<file path="src/rtl/mod_exp_pkg.sv">
// Shared types and constants for the square-and-multiply exponentiation controller.
package mod_exp_pkg;

  localparam int WIDTH     = 256;
  localparam int EXP_WIDTH = 256;

  localparam logic [WIDTH-1:0] ONE = {{(WIDTH-1){1'b0}}, 1'b1};

  typedef enum logic [2:0] {
    IDLE    = 3'd0,
    SCAN    = 3'd1,
    ISSUE   = 3'd2,
    WAIT    = 3'd3,
    RECOVER = 3'd4,
    FIN     = 3'd5
  } state_e;

  typedef enum logic [1:0] {
    LOAD = 2'd0,
    SQR  = 2'd1,
    MUL  = 2'd2
  } op_e;

endpackage

</file>
<file path="src/rtl/exp_bit_scanner.sv">
// Holds the captured exponent and walks a bit index from the MSB down to bit 0.
module exp_bit_scanner #(
  parameter int EXP_WIDTH = 256
) (
  input  logic                 clk,
  input  logic                 rst,
  input  logic                 load,
  input  logic                 dec,
  input  logic [EXP_WIDTH-1:0] exp_in,
  output logic                 cur_bit,
  output logic                 is_last
);

  localparam int IDX_W = (EXP_WIDTH > 1) ? $clog2(EXP_WIDTH) : 1;

  logic [EXP_WIDTH-1:0] e_q, e_d;
  logic [IDX_W-1:0]     idx_q, idx_d;

  // Next exponent copy and index: load wins over decrement.
  always_comb begin
    e_d   = e_q;
    idx_d = idx_q;
    if (load) begin
      e_d   = exp_in;
      idx_d = IDX_W'(EXP_WIDTH - 1);
    end else if (dec) begin
      idx_d = idx_q - IDX_W'(1);
    end else begin
      idx_d = idx_q;
    end
  end

  // Scanner registers.
  always_ff @(posedge clk) begin
    if (rst) begin
      e_q   <= '0;
      idx_q <= '0;
    end else begin
      e_q   <= e_d;
      idx_q <= idx_d;
    end
  end

  assign cur_bit = e_q[idx_q];
  assign is_last = (idx_q == '0);

endmodule

</file>
<file path="src/rtl/mod_exp_ctrl.sv">
// Left-to-right square-and-multiply controller sequencing an external modular
// multiplier through its start/done/reset handshake.
module mod_exp_ctrl #(
  parameter int WIDTH     = mod_exp_pkg::WIDTH,
  parameter int EXP_WIDTH = mod_exp_pkg::EXP_WIDTH
) (
  input  logic                 clk,
  input  logic                 rst,
  input  logic                 start,
  input  logic [WIDTH-1:0]     base,
  input  logic [EXP_WIDTH-1:0] exp,
  output logic                 busy,
  output logic [WIDTH-1:0]     result,
  output logic                 done,
  output logic [WIDTH-1:0]     mm_x,
  output logic [WIDTH-1:0]     mm_y,
  output logic                 mm_start,
  output logic                 mm_rst,
  input  logic [WIDTH-1:0]     mm_q,
  input  logic                 mm_done
);

  import mod_exp_pkg::*;

  localparam logic [WIDTH-1:0] ACC_ONE = WIDTH'(ONE);

  state_e           state_q, state_d;
  op_e              op_q, op_d;
  logic [WIDTH-1:0] acc_q, acc_d;
  logic [WIDTH-1:0] base_q, base_d;
  logic [WIDTH-1:0] result_q, result_d;
  logic [WIDTH-1:0] mm_x_q, mm_x_d;
  logic [WIDTH-1:0] mm_y_q, mm_y_d;
  logic             busy_q, busy_d;
  logic             done_q, done_d;
  logic             mm_start_q, mm_start_d;
  logic             started_q, started_d;
  logic             scan_load, scan_dec;
  logic             cur_bit, is_last;

  exp_bit_scanner #(.EXP_WIDTH(EXP_WIDTH)) u_scanner (
    .clk     (clk),
    .rst     (rst),
    .load    (scan_load),
    .dec     (scan_dec),
    .exp_in  (exp),
    .cur_bit (cur_bit),
    .is_last (is_last)
  );

  // Next-state and registered-output logic for the sequencing FSM.
  always_comb begin
    state_d    = state_q;
    op_d       = op_q;
    acc_d      = acc_q;
    base_d     = base_q;
    result_d   = result_q;
    mm_x_d     = mm_x_q;
    mm_y_d     = mm_y_q;
    busy_d     = busy_q;
    done_d     = 1'b0;
    mm_start_d = mm_start_q;
    started_d  = started_q;
    scan_load  = 1'b0;
    scan_dec   = 1'b0;
    case (state_q)
      IDLE: begin
        if (start) begin
          base_d    = base;
          acc_d     = ACC_ONE;
          started_d = 1'b0;
          scan_load = 1'b1;
          busy_d    = 1'b1;
          state_d   = SCAN;
        end else begin
          state_d = IDLE;
        end
      end
      SCAN: begin
        if (cur_bit) begin
          // First set bit: reduce the base into the accumulator via base*1.
          op_d       = LOAD;
          started_d  = 1'b1;
          mm_x_d     = base_q;
          mm_y_d     = ACC_ONE;
          mm_start_d = 1'b1;
          state_d    = ISSUE;
        end else if (is_last) begin
          result_d = acc_q;
          done_d   = 1'b1;
          busy_d   = 1'b0;
          state_d  = FIN;
        end else begin
          scan_dec = 1'b1;
        end
      end
      ISSUE: begin
        state_d = WAIT;
      end
      WAIT: begin
        if (mm_done) begin
          acc_d      = mm_q;
          mm_start_d = 1'b0;
          state_d    = RECOVER;
        end else begin
          state_d = WAIT;
        end
      end
      RECOVER: begin
        // LOAD and MUL both finish the current bit, so only SQR can chain to MUL.
        if ((op_q == SQR) && cur_bit) begin
          op_d       = MUL;
          mm_x_d     = acc_q;
          mm_y_d     = base_q;
          mm_start_d = 1'b1;
          state_d    = ISSUE;
        end else if (is_last) begin
          result_d = acc_q;
          done_d   = 1'b1;
          busy_d   = 1'b0;
          state_d  = FIN;
        end else begin
          scan_dec   = 1'b1;
          op_d       = SQR;
          mm_x_d     = acc_q;
          mm_y_d     = acc_q;
          mm_start_d = 1'b1;
          state_d    = ISSUE;
        end
      end
      FIN: begin
        state_d = IDLE;
      end
      default: begin
        state_d = IDLE;
      end
    endcase
  end

  // FSM state, datapath and output registers.
  always_ff @(posedge clk) begin
    if (rst) begin
      state_q    <= IDLE;
      op_q       <= LOAD;
      acc_q      <= '0;
      base_q     <= '0;
      result_q   <= '0;
      mm_x_q     <= '0;
      mm_y_q     <= '0;
      busy_q     <= 1'b0;
      done_q     <= 1'b0;
      mm_start_q <= 1'b0;
      started_q  <= 1'b0;
    end else begin
      state_q    <= state_d;
      op_q       <= op_d;
      acc_q      <= acc_d;
      base_q     <= base_d;
      result_q   <= result_d;
      mm_x_q     <= mm_x_d;
      mm_y_q     <= mm_y_d;
      busy_q     <= busy_d;
      done_q     <= done_d;
      mm_start_q <= mm_start_d;
      started_q  <= started_d;
    end
  end

  assign busy     = busy_q;
  assign done     = done_q;
  assign result   = result_q;
  assign mm_x     = mm_x_q;
  assign mm_y     = mm_y_q;
  assign mm_start = mm_start_q;
  assign mm_rst   = rst | (state_q == RECOVER);

endmodule
</file>
<file path="config.mk">
export PLATFORM = sky130hd
export DESIGN_NAME = mod_exp_ctrl
export DESIGN_NICKNAME = d
export VERILOG_FILES = /design/src/rtl/mod_exp_pkg.sv /design/src/rtl/exp_bit_scanner.sv /design/src/rtl/mod_exp_ctrl.sv
export SDC_FILE = /design/constraint.sdc
export NUM_CORES = 2
export LEC_CHECK = 0
export BUFFER_PORTS_ARGS = -buffer_cell sky130_fd_sc_hd__buf_2
export CORE_AREA = 2 2 604 606
export DETAILED_ROUTE_END_ITERATION = 7
export DIE_AREA = 0 0 606 608
export PLACE_DENSITY_LB_ADDON = 0.08
export SLEW_MARGIN = 20
export SYNTH_ARGS = -nofsm -noshare
export SYNTH_HDL_FRONTEND = slang
export SYNTH_SLANG_ARGS = --single-unit
</file>
<file path="constraint.sdc">
create_clock -name clk -period 3.2 [get_ports clk]
set_input_delay 0.96 -clock clk [delete_from_list [all_inputs] [get_ports clk]]
set_output_delay 0.96 -clock clk [all_outputs]
set_load 0.02 [all_outputs]
</file>
After elaboration in Yosys (flattened, before gate mapping)
Index checks and enable logic that the tools add are counted.
{"block": "totals", "output_inout_bits": 772, "regBits": 1552}
{"block": "op_classes", "n_addsub": 1, "n_mux": 49, "reduce_logical": 14, "order_cmp": 1, "n_eq_ne": 12, "bitwise_logic": 1}
{"op": "$mux W256", "n": 10}
{"op": "$pmux W256 S2", "n": 4}
{"op": "$mux W1", "n": 18}
{"op": "$mux W8", "n": 2}
{"op": "$mux W3", "n": 5}
{"op": "$pmux W3 S5", "n": 1}
{"op": "$ne A2 B2 Y1 const B", "n": 5}
{"op": "$lt A8 B9 Y1 const B", "n": 1}
{"op": "$reduce_and A3 Y1", "n": 3}
{"op": "$bmux W1 S8", "n": 1}
{"op": "$logic_not A8 Y1", "n": 1}
{"op": "$reduce_and A4 Y1", "n": 2}
{"op": "$sub A8 B1 Y8 const B", "n": 1}
{"op": "$eq A3 B2 Y1 const B", "n": 2}
{"op": "$mux W2", "n": 3}
{"op": "$ne A3 B3 Y1 const B", "n": 2}
{"op": "$pmux W1 S3", "n": 2}
{"op": "$reduce_bool A2 Y1", "n": 3}
{"op": "$reduce_bool A3 Y1", "n": 2}
{"op": "$pmux W1 S2", "n": 2}
{"op": "$pmux W2 S2", "n": 1}
{"op": "$eq A3 B1 Y1 const B", "n": 1}
{"op": "$eq A3 B3 Y1 const B", "n": 1}
{"op": "$logic_not A3 Y1", "n": 1}
{"op": "4 further kinds", "n": 4}

Logic depth before layout (Yosys ltp)
{"block": "logic_depth", "word_depth": 7, "ltp_mapped": 16}

By module
Synthesis repeated with hierarchy kept, for this count alone.
{"block": "unflattened", "hier_cells": 7012, "hier_area_um2": 64136.5}
{"module": "mod_exp_ctrl", "cells_each": 5958, "instances": 1, "area_each_um2": 52663.0, "seq_area_each_um2": 25784.7}
{"module": "exp_bit_scanner", "cells_each": 1054, "instances": 1, "area_each_um2": 11473.5, "seq_area_each_um2": 5285.1}

Worst setup path after synthesis
Ideal clock, no wire load.
{"block": "synth_path", "path_kind": "register to register", "startpoint": "reg u_scanner.idx_q[0]", "endpoint": "reg mm_y_q[114] (netlist: mm_y[114])", "arrival_ns": 3.067, "t_required_ns": 3.119, "path_slack_ns": 0.052, "n_path_buf": 4, "setup_time_ns": 0.081, "stages_incl_launch_ff": 14, "period_less_slack_ns": 3.148, "path_cell_list": "dfxtp_1 -> buf_6 -> buf_6 -> mux4_2 -> nor3_1 -> nor3_1 -> o311ai_1 -> nand4_1 -> a21o_1 -> a21oi_2 -> buf_2 -> clkbuf_1 -> a22oi_1 -> a211oi_2"}
{"block": "synth_via", "elab_chain_len": 5, "elab_cells_between_ends": 9, "cone_classes": "eq/ne: 2; mux: 4; reduce/logical: 3"}
{"item": "from (decl)", "line": "exp_bit_scanner.sv:17", "rtl": "logic [IDX_W-1:0] idx_q, idx_d;"}
{"item": "from (signal assigned)", "line": "exp_bit_scanner.sv:40", "rtl": "idx_q <= idx_d;"}
{"item": "$bmux W1 S8", "line": "exp_bit_scanner.sv:44", "rtl": "assign cur_bit = e_q[idx_q];"}
{"item": "$mux W1 (implied by the code)", "line": "exp_bit_scanner.sv:44"}
{"item": "$logic_and A1 B1 Y1", "line": "mod_exp_ctrl.sv:111", "rtl": "if ((op_q == SQR) && cur_bit) begin"}
{"item": "$ne A3 B3 Y1 (no line) / $mux W256 (equally long branches)"}
{"item": "$reduce_and A3 Y1 (no line) / $pmux W256 S2 (equally long branches)"}
{"item": "to (signal assigned)", "line": "mod_exp_ctrl.sv:161", "rtl": "mm_y_q <= mm_y_d;"}
{"item": "to (decl)", "line": "mod_exp_ctrl.sv:33", "rtl": "logic [WIDTH-1:0] mm_y_q, mm_y_d;"}
Parallel ways exist; a longest one is shown, timed or not. The select of a mux whose other input is x is not followed.
A chain may end at the register's enable or synchronous reset.

Worst setup path in the final report
{"block": "layout_path", "startpoint": "reg u_scanner.idx_q[0]", "endpoint": "reg mm_y_q[60] (netlist: mm_y[60])"}
Same word-level chain as after synthesis.

==> flow_metrics.tcl <==
set metrics [dict create \
    first_iter_violations 4716 \
    h-tree-depth 4 \
    setup_tns_ns -452.36 \
    violations "setup timing" \
    globalplace.congestion 0.8831 \
    grt_usage_pct 20.42 \
    worst_pin_slew_ns 1.014 \
    synth_area_um2 64760 \
    status "finished, violations left" \
    reg2reg_from "u_scanner.idx_q[0]$_SDFFE_PP0P_" \
    vias 63370 \
    root_buffer "clkbuf_16" \
    vdd_drop_max_mv 0.4495 \
    clock_latency_ns 0.90 \
    reg2regPathDepth 16 \
    slew_headroom_pct 32.38 \
    crit_type "flop to flop" \
    dieWidth_um 606 \
    cts-buffers-inserted 207 \
    finalHoldViolCount 0 \
    path_max_fanout 14 \
    maxCapViolCount 0 \
    syn_nets 8251 \
    yosys_warnings 0 \
    fin_area_um2 89720 \
    critPathCaptureType "flop" \
    drive_gt1_share_pct 30.38 \
    power_uw 92070 \
    synth_cell_type_count 64 \
    worstHoldEndpoint "base_q[98]$_SDFFE_PP0P_" \
    antenna_found_initial 109 \
    clock-sinks 1552 \
    dieArea_um2 368400 \
    synth-seq-area-share_pct 47.97 \
    synthArstFlopShare_pct 0 \
    drc 0 \
    pin_count 1544 \
    critical_path_required_ns 3.98 \
    min-delay-start "base[98]" \
    final_cells 13950 \
    setup_slack_ns -0.6952 \
    critPathLaunchType "flop" \
    synthTopCellsByArea "dfxtp_1 (48%), nand2_1 (11%), a21oi_1 (6.0%)" \
    fp.dieH_um 608 \
    rsz0062_at_grt "true" \
    grt_pass1_wl_mm 534.6 \
    synth_edf_count 0 \
    synth_top_area_share_pct 47.97 \
    clk_path_buf_depth 4 \
    grt_pass1_vias 62630 \
    crit_path_top_delay_cell "mux4_2" \
    synth_top_cell_by_area "dfxtp_1" \
    holdCritPathClass "input port to flop" \
    fin_worst_skew_ns 0.05914 \
    power_leakage_uw 0.03247 \
    overflow 0 \
    drv_slew 0 \
    dpl_cell_area_um2 80130 \
    r2r_slack_ns -0.70 \
    syn_to_final_growth_pct 38.54 \
    wire_per_inst_um 28.74 \
    fmax_mhz 256.7 \
    worst-path-buf-inv 7 \
    ys.flop_type "dfxtp_1" \
    cpMostUsedCell "buf_12" \
    grt_max_degree 181 \
    finish.utilization_pct 24.81 \
    fin_crit_sh_pct 121.7 \
    ys_seq_elements 1552 \
    nets 9740 \
    io_buffers 1543 \
    firstDrtPassIters 5 \
    avgSynthCellArea_um2 8.661 \
    powerDensity_nw_per_um2 1026 \
    critical_path.cell_chain "buf_12, buf_12, mux4_2, mux4_2, nand2_2, a311o_1, nand4_1, buf_6, buf_4, a21o_1, a21oi_4, buf_12, buf_16, buf_12, a22oi_1, a211oi_2" \
    core-area_um2 361700 \
    setup_viol 784 \
    antenna_left 0 \
    start_util_pct 17.91 \
    max_stage_delay_ns 0.54 \
    placementRows 221 \
    cp_top_family "buffers and inverters" \
    routed_wl_mm 401.0 \
    vias_per_cell 4.543 \
    dp_hpwl_mm 291.8 \
    worst_ep_arrival_time_ns 4.67 \
    fill_cells 39700 \
    synth_cells 7478 \
    holdPathStages 3 \
    min_period_ns 3.895 \
    place_inst 13460 \
    clk_pin_slew_ns 0.06 \
    cts_tree "done" \
    reg2reg_to "mm_y[60]$_SDFFE_PP0P_" \
]
-- synth_stat cells, drive strengths merged (46+ instances only) --
library cell,n
mux4,46
dfxtp,1552
a21oi,783
mux2i,297
nand2,1815
buf,180
a22oi,257
nand3,268
a211oi,269
clkbuf,568
nand2b,516
a311oi,260
nor3,527
-- report_power, final --
part           switching (uW)  internal [uW]  total (uW)
clock network            9810          13800       23600
logic                   25600          14700       40400
registers                4050          24100       28100
total                   39500          52600       92100
-- final cells by class --
type	count	area, um2	share of cell area (%)
antenna	33	82.58	0.09204
clock buffer	324	6235	6.949
clock inverter	41	481.7	0.5369
inverter	7	26.28	0.02928
multi-input combinational	5171	31220	34.79
sequential	1552	31080	34.64
tap	4794	5998	6.685
timing repair buffer	2028	14600	16.27
-- stage by stage --
| step | hold WS, ns | setup slack [ns] |
|---|---|---|
| finish | 0.3001 | -0.6952 |
| detailed placement | 0.4444 | -1.214 |
| global route | 0.2428 | -0.7731 |
| floorplan | 0.4318 | 0.05198 |
| CTS | 0.1904 | -0.6580 |
| global placement | 0.4428 | -1.211 |
-- sequential cells by signal (all words and copies together) (netlist names), 2 cells and up --
| register | flops |
|---|---|
| acc_q | 256 |
| base_q | 256 |
| mm_x | 256 |
| mm_y | 256 |
| op_q | 2 |
| result | 256 |
| state_q | 3 |
| u_scanner.e_q | 256 |
| u_scanner.idx_q | 8 |
-- layer usage --
layer  vias to the layer above  GRT usage, %  routed length [um]
met1                     31560         25.20              168100
met4                         8         8.290               17270
met2                      2023         35.20              195700
met3                       571         3.157               19830
li1                      29210             -                   -
met5                         -             0                  55
-- worst min-delay path, stage by stage --
cell,delay [ns]
buf_2,0.10
nand2_1,0.05
a21oi_1,0.05
-- cell usage in the layout, fill, tap and decap left out, types with 242 or more instances in the layout --
master and count:
a22oi_1 245, nor3_1 521, dfxtp_1 1548, buf_2 1542
mux2i_1 294, nand3_1 268, nand2_1 1811, a21oi_1 778
nand2b_1 516, clkbuf_16 242
-- how the worst max path moves through the flow --
stage / from / endpoint / slack [ns] / cells past startpoint
6_report: u_scanner.idx_q[0]$_SDFFE_PP0P_ / mm_y[60]$_SDFFE_PP0P_ / -0.70 / 16
4_1_cts: u_scanner.idx_q[0]$_SDFFE_PP0P_ / result[147]$_SDFFE_PP0P_ / -0.66 / 15
3_3_place_gp: u_scanner.idx_q[0]$_SDFFE_PP0P_ / mm_y[157]$_SDFFE_PP0P_ / -1.21 / 15
3_5_place_dp: u_scanner.idx_q[0]$_SDFFE_PP0P_ / mm_y[163]$_SDFFE_PP0P_ / -1.21 / 15
2_1_floorplan: u_scanner.idx_q[0]$_SDFFE_PP0P_ / mm_y[114]$_SDFFE_PP0P_ / 0.05 / 13
5_1_grt: u_scanner.idx_q[0]$_SDFFE_PP0P_ / result[160]$_SDFFE_PP0P_ / -0.77 / 17
-- kinds of logic (layout without fill, tap and decap cells) --
group | Yosys count | in the layout | synth area share, %
simple gates | 3200 | 3200 | 22.31
compound gates | 1621 | 1621 | 18.39
flops | 1552 | 1552 | 47.97
buf+inv | 755 | 2400 | 5.011
mux | 349 | 349 | 6.294
fa+ha+maj | 1 | 1 | 0.01932
other cells | 0 | 33 | 0
-- repair_timing --
action	CTS	global route
hold buffers	0	0
buffers inserted	30	11
resized for setup	100	135
pin swaps	12	17
endpoints found under the setup margin	785	785
cloned	11	37
No activity file was read; power rests on OpenSTA's default activity.
